`config.mk`:
```
export PLATFORM = sky130hd
export DESIGN_NAME = bus_arbiter_flat
export DESIGN_NICKNAME = d
export VERILOG_FILES = /design/src/rtl/bus_arbiter_if.sv /design/src/rtl/bus_arbiter.sv /design/src/flat_wrapper.sv
export SDC_FILE = /design/constraint.sdc
export NUM_CORES = 1
export LEC_CHECK = 0
export CORE_MARGIN = 3
export CORE_UTILIZATION = 48
export CTS_BUF_LIST = sky130_fd_sc_hd__clkbuf_8
export CTS_CLUSTER_SIZE = 28
export DETAILED_ROUTE_END_ITERATION = 6
export PLACE_DENSITY = 0.9
export SETUP_SLACK_MARGIN = 0.2
export SLEW_MARGIN = 0
export SYNTH_ARGS = -nofsm -noshare
export SYNTH_HDL_FRONTEND = slang
export SYNTH_SLANG_ARGS = --single-unit
```
`constraint.sdc`:
```
create_clock -name clk -period 17.7 [get_ports clk]
set_input_delay 3.54 -clock clk [delete_from_list [all_inputs] [get_ports clk]]
set_output_delay 3.54 -clock clk [all_outputs]
set_load 0.02 [all_outputs]
```
`src/rtl/bus_arbiter_if.sv`:
```
// bus_arbiter_if: one femto bus channel carrying request fields one way and response/fault the other
interface bus_arbiter_if #(
  parameter int ADDR_WIDTH = 32,
  parameter int DATA_WIDTH = 32,
  parameter int ACC_WIDTH = 2
);
  logic [ADDR_WIDTH-1:0] addr;
  logic w_rb;
  logic [ACC_WIDTH-1:0] acc;
  logic [DATA_WIDTH-1:0] wdata;
  logic req;
  logic [DATA_WIDTH-1:0] rdata;
  logic resp;
  logic fault;
  modport master (output addr, w_rb, acc, wdata, req, input rdata, resp, fault);
  modport slave (input addr, w_rb, acc, wdata, req, output rdata, resp, fault);
endinterface

```
`src/rtl/bus_arbiter.sv`:
```
// bus_arbiter: two-master round-robin arbiter with one-deep request buffers, one transaction in flight.
// Optional BUS_ARB_TIMEOUT_EN: fault the owner after TIMEOUT_CYCLES silent WAIT cycles.
module bus_arbiter #(
  parameter int ADDR_WIDTH = 32,
  parameter int DATA_WIDTH = 32,
  parameter int ACC_WIDTH = 2,
  parameter int TIMEOUT_CYCLES = 255
) (
  input logic clk,
  input logic rst,
  bus_arbiter_if.slave m0,
  bus_arbiter_if.slave m1,
  bus_arbiter_if.master s
);
  localparam int SW = ADDR_WIDTH + 1 + ACC_WIDTH + DATA_WIDTH;
  typedef enum logic {IDLE, WAIT} state_t;
  state_t state;
  logic [1:0] pending, req, busy, accept, drop;
  logic last_grant, owner, winner, grant, done_ok, done_fault, tmo;
  logic [SW-1:0] slot [2];
`ifdef BUS_ARB_TIMEOUT_EN
  localparam int CW = $clog2(TIMEOUT_CYCLES + 1);
  logic [CW-1:0] cnt;
  assign tmo = state == WAIT && cnt == CW'(TIMEOUT_CYCLES - 1) && !s.resp && !s.fault;
  // WAIT-cycle counter, restarted on every grant
  always_ff @(posedge clk) cnt <= (rst || grant) ? '0 : state == WAIT ? cnt + 1'b1 : cnt;
`else
  logic unused_timeout;
  assign tmo = 1'b0;
  assign unused_timeout = TIMEOUT_CYCLES != 0;
`endif
  assign req = {m1.req, m0.req};
  assign busy = pending | (state == WAIT ? 2'b01 << owner : 2'b00);
  assign accept = req & ~busy;
  assign drop = req & busy;
  assign winner = &pending ? ~last_grant : pending[1];
  assign grant = state == IDLE && |pending;
  assign done_fault = state == WAIT && (s.fault || tmo);
  assign done_ok = state == WAIT && s.resp && !s.fault;
  assign m0.resp = done_ok && !owner;
  assign m1.resp = done_ok && owner;
  assign m0.rdata = s.rdata;
  assign m1.rdata = s.rdata;
  // Request slots; only read once their pending bit is set, so no reset needed
  always_ff @(posedge clk) begin
    if (accept[0]) slot[0] <= {m0.addr, m0.w_rb, m0.acc, m0.wdata};
    if (accept[1]) slot[1] <= {m1.addr, m1.w_rb, m1.acc, m1.wdata};
  end
  // Arbitration FSM with registered slave request and fault pulses
  always_ff @(posedge clk) begin
    if (rst) begin
      state <= IDLE;
      pending <= '0;
      last_grant <= 1'b1;
      owner <= 1'b0;
      s.req <= 1'b0;
      s.addr <= '0;
      s.w_rb <= 1'b0;
      s.acc <= '0;
      s.wdata <= '0;
      m0.fault <= 1'b0;
      m1.fault <= 1'b0;
    end else begin
      pending <= (pending & ~(grant ? 2'b01 << winner : 2'b00)) | accept;
      s.req <= grant;
      m0.fault <= drop[0] || (done_fault && !owner);
      m1.fault <= drop[1] || (done_fault && owner);
      if (grant) begin
        state <= WAIT;
        owner <= winner;
        {s.addr, s.w_rb, s.acc, s.wdata} <= slot[winner];
      end else if (done_ok || done_fault) begin
        state <= IDLE;
        last_grant <= owner;
      end
    end
  end
endmodule
```
`src/flat_wrapper.sv`:
```
// flat-port wrapper written by rule: the top's interface ports become plain ports
module bus_arbiter_flat 
#(
  parameter int ADDR_WIDTH = 32,
  parameter int DATA_WIDTH = 32,
  parameter int ACC_WIDTH = 2,
  parameter int TIMEOUT_CYCLES = 255
)
  (clk, rst, m0_addr, m0_w_rb, m0_acc, m0_wdata, m0_req, m0_rdata, m0_resp, m0_fault, m1_addr, m1_w_rb, m1_acc, m1_wdata, m1_req, m1_rdata, m1_resp, m1_fault, s_addr, s_w_rb, s_acc, s_wdata, s_req, s_rdata, s_resp, s_fault);
  bus_arbiter_if #(.ADDR_WIDTH(ADDR_WIDTH), .DATA_WIDTH(DATA_WIDTH), .ACC_WIDTH(ACC_WIDTH)) m0_i ();
  bus_arbiter_if #(.ADDR_WIDTH(ADDR_WIDTH), .DATA_WIDTH(DATA_WIDTH), .ACC_WIDTH(ACC_WIDTH)) m1_i ();
  bus_arbiter_if #(.ADDR_WIDTH(ADDR_WIDTH), .DATA_WIDTH(DATA_WIDTH), .ACC_WIDTH(ACC_WIDTH)) s_i ();
  input logic clk;
  input logic rst;
  input wire logic [$bits(m0_i.addr)-1:0] m0_addr;
  input wire logic [$bits(m0_i.w_rb)-1:0] m0_w_rb;
  input wire logic [$bits(m0_i.acc)-1:0] m0_acc;
  input wire logic [$bits(m0_i.wdata)-1:0] m0_wdata;
  input wire logic [$bits(m0_i.req)-1:0] m0_req;
  output wire logic [$bits(m0_i.rdata)-1:0] m0_rdata;
  output wire logic [$bits(m0_i.resp)-1:0] m0_resp;
  output wire logic [$bits(m0_i.fault)-1:0] m0_fault;
  input wire logic [$bits(m1_i.addr)-1:0] m1_addr;
  input wire logic [$bits(m1_i.w_rb)-1:0] m1_w_rb;
  input wire logic [$bits(m1_i.acc)-1:0] m1_acc;
  input wire logic [$bits(m1_i.wdata)-1:0] m1_wdata;
  input wire logic [$bits(m1_i.req)-1:0] m1_req;
  output wire logic [$bits(m1_i.rdata)-1:0] m1_rdata;
  output wire logic [$bits(m1_i.resp)-1:0] m1_resp;
  output wire logic [$bits(m1_i.fault)-1:0] m1_fault;
  output wire logic [$bits(s_i.addr)-1:0] s_addr;
  output wire logic [$bits(s_i.w_rb)-1:0] s_w_rb;
  output wire logic [$bits(s_i.acc)-1:0] s_acc;
  output wire logic [$bits(s_i.wdata)-1:0] s_wdata;
  output wire logic [$bits(s_i.req)-1:0] s_req;
  input wire logic [$bits(s_i.rdata)-1:0] s_rdata;
  input wire logic [$bits(s_i.resp)-1:0] s_resp;
  input wire logic [$bits(s_i.fault)-1:0] s_fault;
  assign m0_i.addr = m0_addr;
  assign m0_i.w_rb = m0_w_rb;
  assign m0_i.acc = m0_acc;
  assign m0_i.wdata = m0_wdata;
  assign m0_i.req = m0_req;
  assign m0_rdata = m0_i.rdata;
  assign m0_resp = m0_i.resp;
  assign m0_fault = m0_i.fault;
  assign m1_i.addr = m1_addr;
  assign m1_i.w_rb = m1_w_rb;
  assign m1_i.acc = m1_acc;
  assign m1_i.wdata = m1_wdata;
  assign m1_i.req = m1_req;
  assign m1_rdata = m1_i.rdata;
  assign m1_resp = m1_i.resp;
  assign m1_fault = m1_i.fault;
  assign s_addr = s_i.addr;
  assign s_w_rb = s_i.w_rb;
  assign s_acc = s_i.acc;
  assign s_wdata = s_i.wdata;
  assign s_req = s_i.req;
  assign s_i.rdata = s_rdata;
  assign s_i.resp = s_resp;
  assign s_i.fault = s_fault;
  bus_arbiter #(.ADDR_WIDTH(ADDR_WIDTH), .DATA_WIDTH(DATA_WIDTH), .ACC_WIDTH(ACC_WIDTH), .TIMEOUT_CYCLES(TIMEOUT_CYCLES)) u_core (.clk(clk), .rst(rst), .m0(m0_i), .m1(m1_i), .s(s_i));
endmodule
```
-- Word-level counts from Yosys, hierarchy flattened
Memories as Yosys holds them, arrays and structs flattened. A register that Yosys moved wholly into a read port is not among the register bits.
Index checks and enable logic that the tools add are counted.
- add/sub/neg operators: 0
- multiply operators: 0
- divide/modulo/power cells: 0
- magnitude comparators: 0
- equal/unequal tests: 0
- shifts and indexed selects: 2
- multiplexer cells: 9
- bitwise operators: 10
- reductions and logical operators: 17
- operator list (kind ; number):
    logical AND 1 bit ; 8
    two-way mux 1 bit ; 7
    bitwise AND 2 bit ; 3
    two-way mux 2 bit ; 2
    NOT 2 bit ; 2
    OR 2 bit ; 2
    AND reduction 2 bit ; 2
    left shift 1 x 1 -> 2 bit, first input constant ; 2
    logical OR 1 bit ; 3
    NOT 1 bit ; 3
    zero test 1 bit ; 2
    nonzero test 2 bit ; 1
    OR reduction 2 bit ; 1
- flip-flop bits (word level): 8
- latch bits: 0
- RAM bits: 134
- bits in read-only memories: 0
- output and inout port bits: 136
- memories: 1
- memory list (memory ; depth ; width ; rd ports ; clocked after memory_dff ; write ports ; line ; RTL):
    u_core.slot ; 2 ; 67 ; 1 ; 1 ; 2 ; bus_arbiter.sv:20 ; logic [SW-1:0] slot [2];

-- Logic depth before layout (Yosys ltp)
Gate-level depths: netlist of the first run.
- depth in word-level cells: 7
- mapped depth: 7
- mapped depth without buffers: 3

-- Worst setup path after synthesis of the first run
Ideal clock, no wire load.
- path type: input to register
- start point: input m0_req
- end point: register u_core.pending[0]
- setup time: 80 ps
- arrival time: 9033 ps
- slack: 8587 ps
- stages: 2
- buffers on the path: 0
- cells stage by stage: nor3b_1 -> o21ba_2
- word-level cells in the longest chain between the ends: 2
- ends and longest elaborated chain (element ; line ; RTL):
    start, declared ; flat_wrapper.sv:19 ; input wire logic [$bits(m0_i.req)-1:0] m0_req;
    bitwise AND 2 bit ; bus_arbiter.sv:34 ; assign accept = req & ~busy;
    OR 2 bit ; bus_arbiter.sv:64 ; pending <= (pending & ~(grant ? 2'b01 << winner : 2'b00)) | accept;
    end signal, assigned ; bus_arbiter.sv:64 ;
    end, declared ; bus_arbiter.sv:18 ; logic [1:0] pending, req, busy, accept, drop;
Every way passes these cells.
A chain may end at the register's enable or synchronous reset.

-- Worst setup path after layout of the first run
- start point: input s_fault
- end point: output m0_resp
- word-level cells in the longest chain between the ends: 3
- ends and longest elaborated chain (element ; line ; RTL):
    start, declared ; flat_wrapper.sv:38 ; input wire logic [$bits(s_i.fault)-1:0] s_fault;
    zero test 1 bit ; bus_arbiter.sv:39 ; assign done_ok = state == WAIT && s.resp && !s.fault;
    logical AND 1 bit ; bus_arbiter.sv:39 ;
    logical AND 1 bit ; bus_arbiter.sv:40 ; assign m0.resp = done_ok && !owner;
    end, declared ; flat_wrapper.sv:21 ; output wire logic [$bits(m0_i.resp)-1:0] m0_resp;
Every way passes these cells.

==> impl_metrics.tcl, run 1 <==
set metrics [dict create \
    power_leakage_nw 3.83 \
    switching_share_pct 24.5 \
    syn-num-nets 648 \
    yosys.area.top_type "edfxtp_1" \
    syn-mean-instance-area_um2 15.7 \
    dieHeight_um 131 \
    start_util_pct 49.1 \
    n_fill_cell 1065 \
    grt_overflow_total 0 \
    synth_top_family_by_area "compound AO/OA/AOI/OAI gates" \
    synthXorXnorAreaFrac_pct 0 \
    yosysWarningCount 0 \
    internal-power_mw 0.864 \
    relSlewSlack_pct 15.6 \
    clk_latency_ns 0.52 \
    drc 0 \
    max_clock_freq_mhz 118 \
    dr.pass1.iters 5 \
    fin_crit_ns 8.51 \
    setup_tns_ns 0 \
    clkPwrFrac_pct 36.1 \
    synthDominantCellAreaShare_pct 53.8 \
    die_w_um 131 \
    ys_top_cells_by_area "edfxtp_1 (54%), dfxtp_1 (20%), a221o_1 (9.0%)" \
    htreeDepth 2 \
    rr_startpoint "u_core.pending[1]" \
    viasPerCell 5.46 \
    worstMarginPinSlew_ns 1.27 \
    p_comb_share_pct 12.4 \
    ys.flop_type "edfxtp_1" \
    drv_slew 0 \
    yosys.area_share.simple_pct 6.87 \
    synth_compound_area_share_pct 10.3 \
    yosys_register_bits 209 \
    synth_common_cells "edfxtp_1 (134), dfxtp_1 (75), and3_1 (68)" \
    setup_viol 0 \
    synth_enable_flop_cells 134 \
    rr_endpoint "u_core.s.addr[12]" \
    drt-initial-drc-count 267 \
    grt_max_degree 75 \
    holdPathEnd "u_core.s.addr[6]" \
    fin_skew_ns 0.0252 \
    hpwlAfterDp_um 13000 \
    worst-path-max-fanout 5 \
    gp_congestion 0.785 \
    cts_sinks 209 \
    fin_crit_sh_pct 48.1 \
    area_delta_synth_final_pct 33.2 \
    final_nets 805 \
    hold_viol 0 \
    grt_pass1_wl_um 29000 \
    grt_pass1_vias 5016 \
    vias 4759 \
    ir_drop_v 0.0000746 \
    seq_area_frac_synth_pct 73.8 \
    reg2reg_depth 4 \
    worstSetupPathType "input port to output port" \
    cts_tree "built" \
    drive_above_1_share_pct 9.70 \
    cts_made_buffers 36 \
    yosysMostFrequentCell "edfxtp_1" \
    postCtsHoldBufs 0 \
    clk_path_buf_depth 3 \
    p_switching_mw 0.280 \
    endpoint_kind "output port" \
    hold_path_startpoint "u_core.slot[0][41]" \
    io_pins 308 \
    power_density_nw_per_um2 115 \
    ant_nets 0 \
    utilization_pct 65.3 \
    synthMuxAreaShare_pct 0.134 \
    dp_slack_ns 9.19 \
    min_path_type "flop to flop" \
    status "completed" \
    wl_per_cell_um 23.2 \
    start_kind "input port" \
    seqPwrFrac_pct 51.5 \
    coreArea_um2 15300 \
    cts.repair.resized 0 \
    holdPathStages 1 \
    root_buffer "clkbuf_8" \
    cts_setup_buffers 0 \
    regArea_um2 5530 \
    drv_cap 0 \
    arrival_ns 4.97 \
    die-area_um2 17100 \
    yosys.area_share.adder_pct 0 \
    multi_input_comb_area_um2 1320 \
    setup_ws_ns 9.19 \
    syn_area_um2 7490 \
    synth_cell_type_count 26 \
    syn_inst 476 \
    rows 45 \
    reg2reg_slack_ns 15.03 \
    antenna_found_initial 1 \
    cts.reportedPaths.clkPinSlew_ns 0.06 \
    worstPathRequired_ns 14.16 \
    portBuffers 211 \
    grt_setup_unrepaired "false" \
    grt_use_total_pct 22.7 \
    async_reset_ff_share_pct 0 \
    wirelength_um 20200 \
]
## placed cells by master, fill, tap and decap left out, types with 2 or more instances in the layout
cell type,n
nand2b_1,3
and3_1,67
clkinvlp_4,2
a221o_1,67
dfxtp_1,74
clkbuf_8,44
buf_4,5
o21ba_2,3
o21ai_0,3
nor2b_1,2
nand2_1,4
a21oi_1,6
clkinv_2,3
clkdlybuf4s50_1,211
inv_1,16
edfxtp_1,134
nor2_1,4
## worst max-delay path, stage by stage
cell and delay, ns:
clkdlybuf4s50_1 0.47, nand2b_1 0.20, nor3_1 0.14, clkdlybuf4s50_1 0.63
## logic make-up after synthesis
kind of cell,count (synthesis)
DFF,209
buffers and inverters,99
and+or+nand+nor,85
AOI/OAI and AO/OA,82
muxes,1
## area by class of cell
class / instances / area share (%)
timing repair buffer: 216 / 21.6
clock buffer: 44 / 6.07
clock inverter: 21 / 0.954
antenna: 1 / 0.0251
multi-input combinational: 168 / 13.2
tap: 211 / 2.65
inverter: 2 / 0.0753
sequential: 209 / 55.4
## metrics by stage
stage               power, mW  cells  hold slack, ns  instance area [um^2]
floorplan               0.677    476           0.448                  7490
global placement        0.732    806           0.452                  9270
detailed placement      0.740    806           0.458                  9270
CTS                      1.16    871           0.472                  9970
global route             1.19    872           0.485                  9970
finish                   1.14    872           0.470                  9970
## metal layers
layer / track usage [%] / share of wire (%) / routed length (um)
met4: 13.2 / 5.0 / 1020
met1: 25.2 / 35 / 7030
met5: 0 / 0 / 0
met3: 8.01 / 10 / 2070
met2: 37.7 / 50 / 10100
## power groups by stage
| stage | Sequential (mW) | Combinational (mW) | Clock, mW |
|---|---|---|---|
| final | 0.589 | 0.142 | 0.414 |
| after detailed placement | 0.598 | 0.142 | 0 |
| after global placement | 0.595 | 0.137 | 0 |
| after floorplan | 0.611 | 0.0659 | 0 |
| after global routing | 0.593 | 0.150 | 0.445 |
| after CTS | 0.589 | 0.143 | 0.423 |
## worst max-delay path by stage
stage,endpoint,slack (ns),startpoint
finish,m0_resp,9.19,s_fault
global route,m0_resp,9.13,s_fault
CTS,m0_resp,9.19,s_fault
detailed placement,m0_resp,9.19,s_fault
global placement,m0_resp,9.23,s_fault
floorplan,u_core.pending[0],8.59,m0_req
## sequential cells by signal, indices dropped and copies added, names as in the netlist
signal,count
u_core.last_grant,1
u_core.m0.fault,1
u_core.m1.fault,1
u_core.owner,1
u_core.pending,2
u_core.s.acc,2
u_core.s.addr,32
u_core.s.req,1
u_core.s.w_rb,1
u_core.s.wdata,32
u_core.slot,134
u_core.state,1
Power figures use the tool's default switching activity.
==> inputs of run 2 (changes only) <==
- CORE_UTILIZATION: 48 -> 40
- PLACE_DENSITY: 0.9 -> 0.8
- clock period: 17.7 -> 7.48 ns (I/O delays scaled with it)
==> run 2 against run 1 <==
Effect of this change:
- global-route usage down 4.7 points
- via count down 1.4%
- die area up 19%
- clock power up 140%
- routed wire length down 5.0%
- clock skew down 0.014 ns
- utilization down 10 points
- sequential share of layout area down 0.083 points
- cell area up 0.15%
- highest routed layer unchanged
==> impl_metrics.tcl, run 2 (synthesis gave the netlist of run 1 again) <==
set metrics [dict create \
    cpPeakStageDelay_ns 0.64 \
    critPathBufInv 2 \
    m1WireLength_um 7020 \
    worst-path-max-fanout 5 \
    gp_congestion 0.791 \
    largest_reg_flops 134 \
    drc 0 \
    grt_pass1_wl_um 28200 \
    min_path_type "flop to flop" \
    arrival_ns 2.95 \
    crit_start "s_fault" \
    drive_above_1_share_pct 9.09 \
    coreArea_um2 18100 \
    power_density_nw_per_um2 272 \
    cpMaxStageDelayCell "clkdlybuf4s50_1" \
    final_cell_area_um2 9990 \
    portBuffers 211 \
    grt_setup_unrepaired "false" \
    reg2reg_depth 4 \
    setup_tns_ns 0 \
    final_nets 804 \
    htreeDepth 2 \
    worstPathRequired_ns 5.98 \
    vias 4691 \
    start_kind "input port" \
    start_util_pct 41.3 \
    fin_crit_ns 4.45 \
    n_antenna_cell 0 \
    root_buffer "clkbuf_8" \
    reg2reg_slack_ns 4.91 \
    dr.pass1.iters 4 \
    endpoint_kind "output port" \
    cp_top_family "buffers and inverters" \
    layout_common_cells "clkdlybuf4s50_1 (211), edfxtp_1 (134), dfxtp_1 (74)" \
    cts_tree "built" \
    hpwlAfterDp_um 12100 \
    area_delta_synth_final_pct 33.4 \
    drt-initial-drc-count 168 \
    grt_use_total_pct 17.9 \
    cts_sinks 209 \
    grt_pass1_vias 4926 \
    grt_max_degree 75 \
    cp_cell_sequence "clkdlybuf4s50_1 > nand2b_1 > nor2_1 > clkdlybuf4s50_1" \
    status "completed" \
    postCtsHoldBufs 0 \
    reg_top3 "u_core.slot x134, u_core.s.addr x32, u_core.s.wdata x32" \
    cts_setup_buffers 0 \
    grt_overflow_total 0 \
    worstMarginPinSlew_ns 1.24 \
    clk_path_buf_depth 3 \
    cts_made_buffers 36 \
    path_depth 4 \
    die-area_um2 20400 \
    rr_endpoint "u_core.s.wdata[4]" \
    die_w_um 143 \
    drv_cap 0 \
    crit_top_cell "clkdlybuf4s50_1" \
    dp.cells 823 \
    top_layer "met4" \
    cts.reportedPaths.clkPinSlew_ns 0.06 \
    top_register "u_core.slot" \
    final_common_cell "clkdlybuf4s50_1" \
    ant_nets 0 \
    n_fill_cell 1446 \
    ir_drop_v 0.000164 \
    place_area_um2 9280 \
    antenna_found_initial 0 \
    worstSetupPathType "input port to output port" \
    utilization_pct 55.0 \
    cts.repair.resized 0 \
    io_pins 308 \
    worst_hold_slack_ns 0.472 \
    wl_met3_um 1630 \
    clk_latency_ns 0.50 \
    setup.worst_path.end "m1_resp" \
    wirelength_um 19200 \
    viasPerCell 5.28 \
    max_clock_freq_mhz 225 \
    rows 49 \
    rr_startpoint "u_core.pending[1]" \
    setup_viol 0 \
    fin_skew_ns 0.0113 \
    finalNonFillerCells 889 \
    power_leakage_nw 3.84 \
    wl_per_cell_um 21.6 \
    drv_slew 0 \
    met2_length_um 9950 \
    fin_crit_sh_pct 59.4 \
    relSlewSlack_pct 17.2 \
    hold_viol 0 \
    dieHeight_um 143 \
]
==> run 2: cell types whose count changed in the layout (fill, tap and decap cells not counted), sizes merged <==
cell,delta
clkbuf,-2
clkinvlp,-2
diode,-1
buf,-1
bufinv,+1
clkinv,+3
inv,+1
==> run 2: worst min-delay path by stage <==
stage	start	to	slack, ns	cells past startpoint
finish	u_core.slot[0][47]	u_core.s.addr[12]	0.47	1
global route	u_core.slot[0][47]	u_core.s.addr[12]	0.48	1
CTS	u_core.slot[0][47]	u_core.s.addr[12]	0.47	1
detailed placement	u_core.slot[0][13]	u_core.s.wdata[13]	0.46	1
global placement	u_core.slot[0][56]	u_core.s.addr[21]	0.45	1
floorplan	u_core.slot[0][32]	u_core.s.acc[0]	0.45	1
==> run 2: stage by stage <==
stage,power [mW],setup WS [ns]
final,2.71,3.03
after floorplan,1.60,0.411
after global routing,2.82,2.98
after detailed placement,1.75,3.04
after global placement,1.74,3.09
after CTS,2.75,3.04
==> run 2: layout make-up <==
| class | instances | area, um^2 | share of cell area [%] |
|---|---|---|---|
| clock buffers | 42 | 578 | 5.79 |
| flip-flops and latches | 209 | 5530 | 55.3 |
| well taps | 229 | 287 | 2.87 |
| clock inverters | 24 | 125 | 1.25 |
| inverters | 2 | 7.51 | 0.0752 |
| multi-input cells | 168 | 1320 | 13.2 |
| repair buffers | 215 | 2140 | 21.5 |
==> run 2: where the power goes <==
part           total [mW]  internal, mW  switching [mW]  leakage (nW)
logic               0.335         0.171           0.164          1.52
registers            1.39          1.34          0.0511          1.90
clock network       0.986         0.547           0.439         0.419
==> run 2: routing by layer <==
| layer | vias up | GRT usage, % |
|---|---|---|
| met5 | - | 0 |
| li1 | 2097 | - |
| met3 | 56 | 5.46 |
| met4 | 0 | 7.90 |
| met1 | 2280 | 20.2 |
| met2 | 258 | 31.5 |
==> run 2: worst register-to-register path: cells and delay by family, from the launching register on <==
kind / cells / cell delay (ns)
DFF: 1 / 1.12
buffers and inverters: 1 / 0.33
and+or+nand+nor: 2 / 0.46
AOI/OAI and AO/OA: 1 / 0.55
==> inputs of run 3 (changes only) <==
- CORE_UTILIZATION: 40 -> 44
- PLACE_DENSITY: 0.8 -> 0.84
- clock period: 7.48 -> 4.4 ns (I/O delays scaled with it)
==> run 3 against run 2 <==
Effect of this change:
- power grew 71%
- combinational power grew 74%
- first-iteration DRC count grew 95%
- global-route usage grew 2.2 points
- register-to-register slack lost 2.7 ns
- count of clock-buffer cells in the layout grew 3
- sequential cell count is the same
- non-clock buffer count grew 3
- critical path type unchanged
- hold slack gained 0.0020 ns
- setup slack lost 1.8 ns
- clock skew grew 0.016 ns
- largest cell class unchanged
==> impl_metrics.tcl, run 3 (synthesis gave the netlist of run 1 again) <==
set metrics [dict create \
    grt_overflow_total 0 \
    p_switching_mw 1.14 \
    hpwlAfterDp_um 12800 \
    relSlewSlack_pct 22.9 \
    portBuffers 211 \
    cpMaxStageDelayCell "clkdlybuf4s50_1" \
    dr.pass1.iters 5 \
    min_path_type "flop to flop" \
    dieHeight_um 136 \
    power_density_nw_per_um2 463 \
    reg_top3 "u_core.slot x134, u_core.s.addr x32, u_core.s.wdata x32" \
    antenna_found_initial 0 \
    cts_setup_buffers 0 \
    cts.repair.resized 0 \
    drv_slew 0 \
    power_leakage_nw 3.84 \
    ir_drop_v 0.000366 \
    worstPathRequired_ns 3.52 \
    grt_max_degree 69 \
    crit_top_cell "clkdlybuf4s50_1" \
    max_clock_freq_mhz 312 \
    vias 4738 \
    seqPwrFrac_pct 50.8 \
    clk_latency_ns 0.52 \
    utilization_pct 60.3 \
    start_util_pct 45.0 \
    fin_crit_sh_pct 72.8 \
    wl_met3_um 1770 \
    met2_length_um 9810 \
    setup_viol 0 \
    wirelength_um 19500 \
    worst_hold_slack_ns 0.474 \
    layout_common_cells "clkdlybuf4s50_1 (211), edfxtp_1 (134), dfxtp_1 (74)" \
    reg2reg_depth 4 \
    drv_cap 0 \
    grt_use_total_pct 20.1 \
    p_comb_share_pct 12.6 \
    grt_pass1_vias 5051 \
    coreArea_um2 16600 \
    cp_cell_sequence "clkdlybuf4s50_1 > nand2b_1 > nor2_1 > clkdlybuf4s50_1" \
    cpPeakStageDelay_ns 0.62 \
    final_common_cell "clkdlybuf4s50_1" \
    area_delta_synth_final_pct 34.1 \
    drive_above_1_share_pct 10.4 \
    start_kind "input port" \
    worstMarginPinSlew_ns 1.16 \
    cts.reportedPaths.clkPinSlew_ns 0.06 \
    grt_pass1_wl_um 28300 \
    drc 0 \
    setup_tns_ns 0 \
    die_w_um 136 \
    io_pins 308 \
    worst-path-max-fanout 5 \
    htreeDepth 2 \
    arrival_ns 2.32 \
    root_buffer "clkbuf_8" \
    rows 47 \
    drt-initial-drc-count 327 \
    switching_share_pct 24.6 \
    wl_per_cell_um 22.0 \
    grt_setup_unrepaired "false" \
    worstSetupPathType "input port to output port" \
    die-area_um2 18600 \
    viasPerCell 5.37 \
    clk_path_buf_depth 3 \
    top_layer "met4" \
    holdPathStages 1 \
    largest_reg_flops 134 \
    cts_sinks 209 \
    cts_tree "built" \
    gp_congestion 0.794 \
    postCtsHoldBufs 0 \
    n_antenna_cell 0 \
    top_register "u_core.slot" \
    cts_made_buffers 36 \
    fin_skew_ns 0.0269 \
    clkPwrFrac_pct 36.7 \
    hold_viol 0 \
    status "completed" \
    ant_nets 0 \
    fin_crit_ns 3.20 \
    m1WireLength_um 6830 \
    internal-power_mw 3.51 \
    endpoint_kind "output port" \
    final_nets 807 \
]
## run 3: changes by cell type in the layout (fill, tap and decap cells not counted), sizes merged
cell      previous run  this run
inv                 18        13
clkbuf              42        45
clkinv               7         8
bufinv               1         0
buf                  4         7
clkinvlp             0         2
## run 3: power groups by stage
stage	sequential (mW)	combinational, mW	clock, mW
4_1_cts	2.36	0.592	1.75
3_5_place_dp	2.39	0.589	0
3_3_place_gp	2.39	0.569	0
2_1_floorplan	2.45	0.266	0
5_1_grt	2.37	0.619	1.83
6_report	2.36	0.584	1.71
## run 3: layout make-up
type                            instances  area (um^2)
Clock buffer                           45          619
Clock inverter                         21          104
Fill cell                            1187         6610
Inverter                                2         7.51
Multi-Input combinational cell        168         1330
Sequential cell                       209         5530
Tap cell                              220          275
Timing Repair Buffer                  218         2180
## run 3: final timing paths
path / to / start / slack, ns
hold / removal: u_core.s.wdata[14] / u_core.slot[0][14] / 0.47
setup / recovery: m1_resp / s_fault / 1.20
setup reg to reg: u_core.s.wdata[15] / u_core.state / 2.26
hold reg to reg: u_core.s.wdata[14] / u_core.slot[0][14] / 0.47
## run 3: worst max-delay path: cells and delay by family
| kind | cells | cell delay, ns |
|---|---|---|
| AND/OR/NAND/NOR | 2 | 0.35 |
| buffers and inverters | 2 | 1.09 |
## run 3: stage by stage
stage               instance area (um^2)  instances  power [mW]  worst slack, ns
finish                             10000        883        4.65             1.20
global placement                    9310        817        2.96             1.23
global route                       10000        883        4.82             1.12
CTS                                10000        883        4.70             1.21
detailed placement                  9310        817        2.98             1.18
floorplan                           7490        476        2.72            0.431
## run 3: layer usage
layer	GRT usage (%)	vias to the layer above
li1	-	2104
met1	22.0	2278
met2	34.1	262
met3	6.51	94
met4	12.0	0
met5	0	-
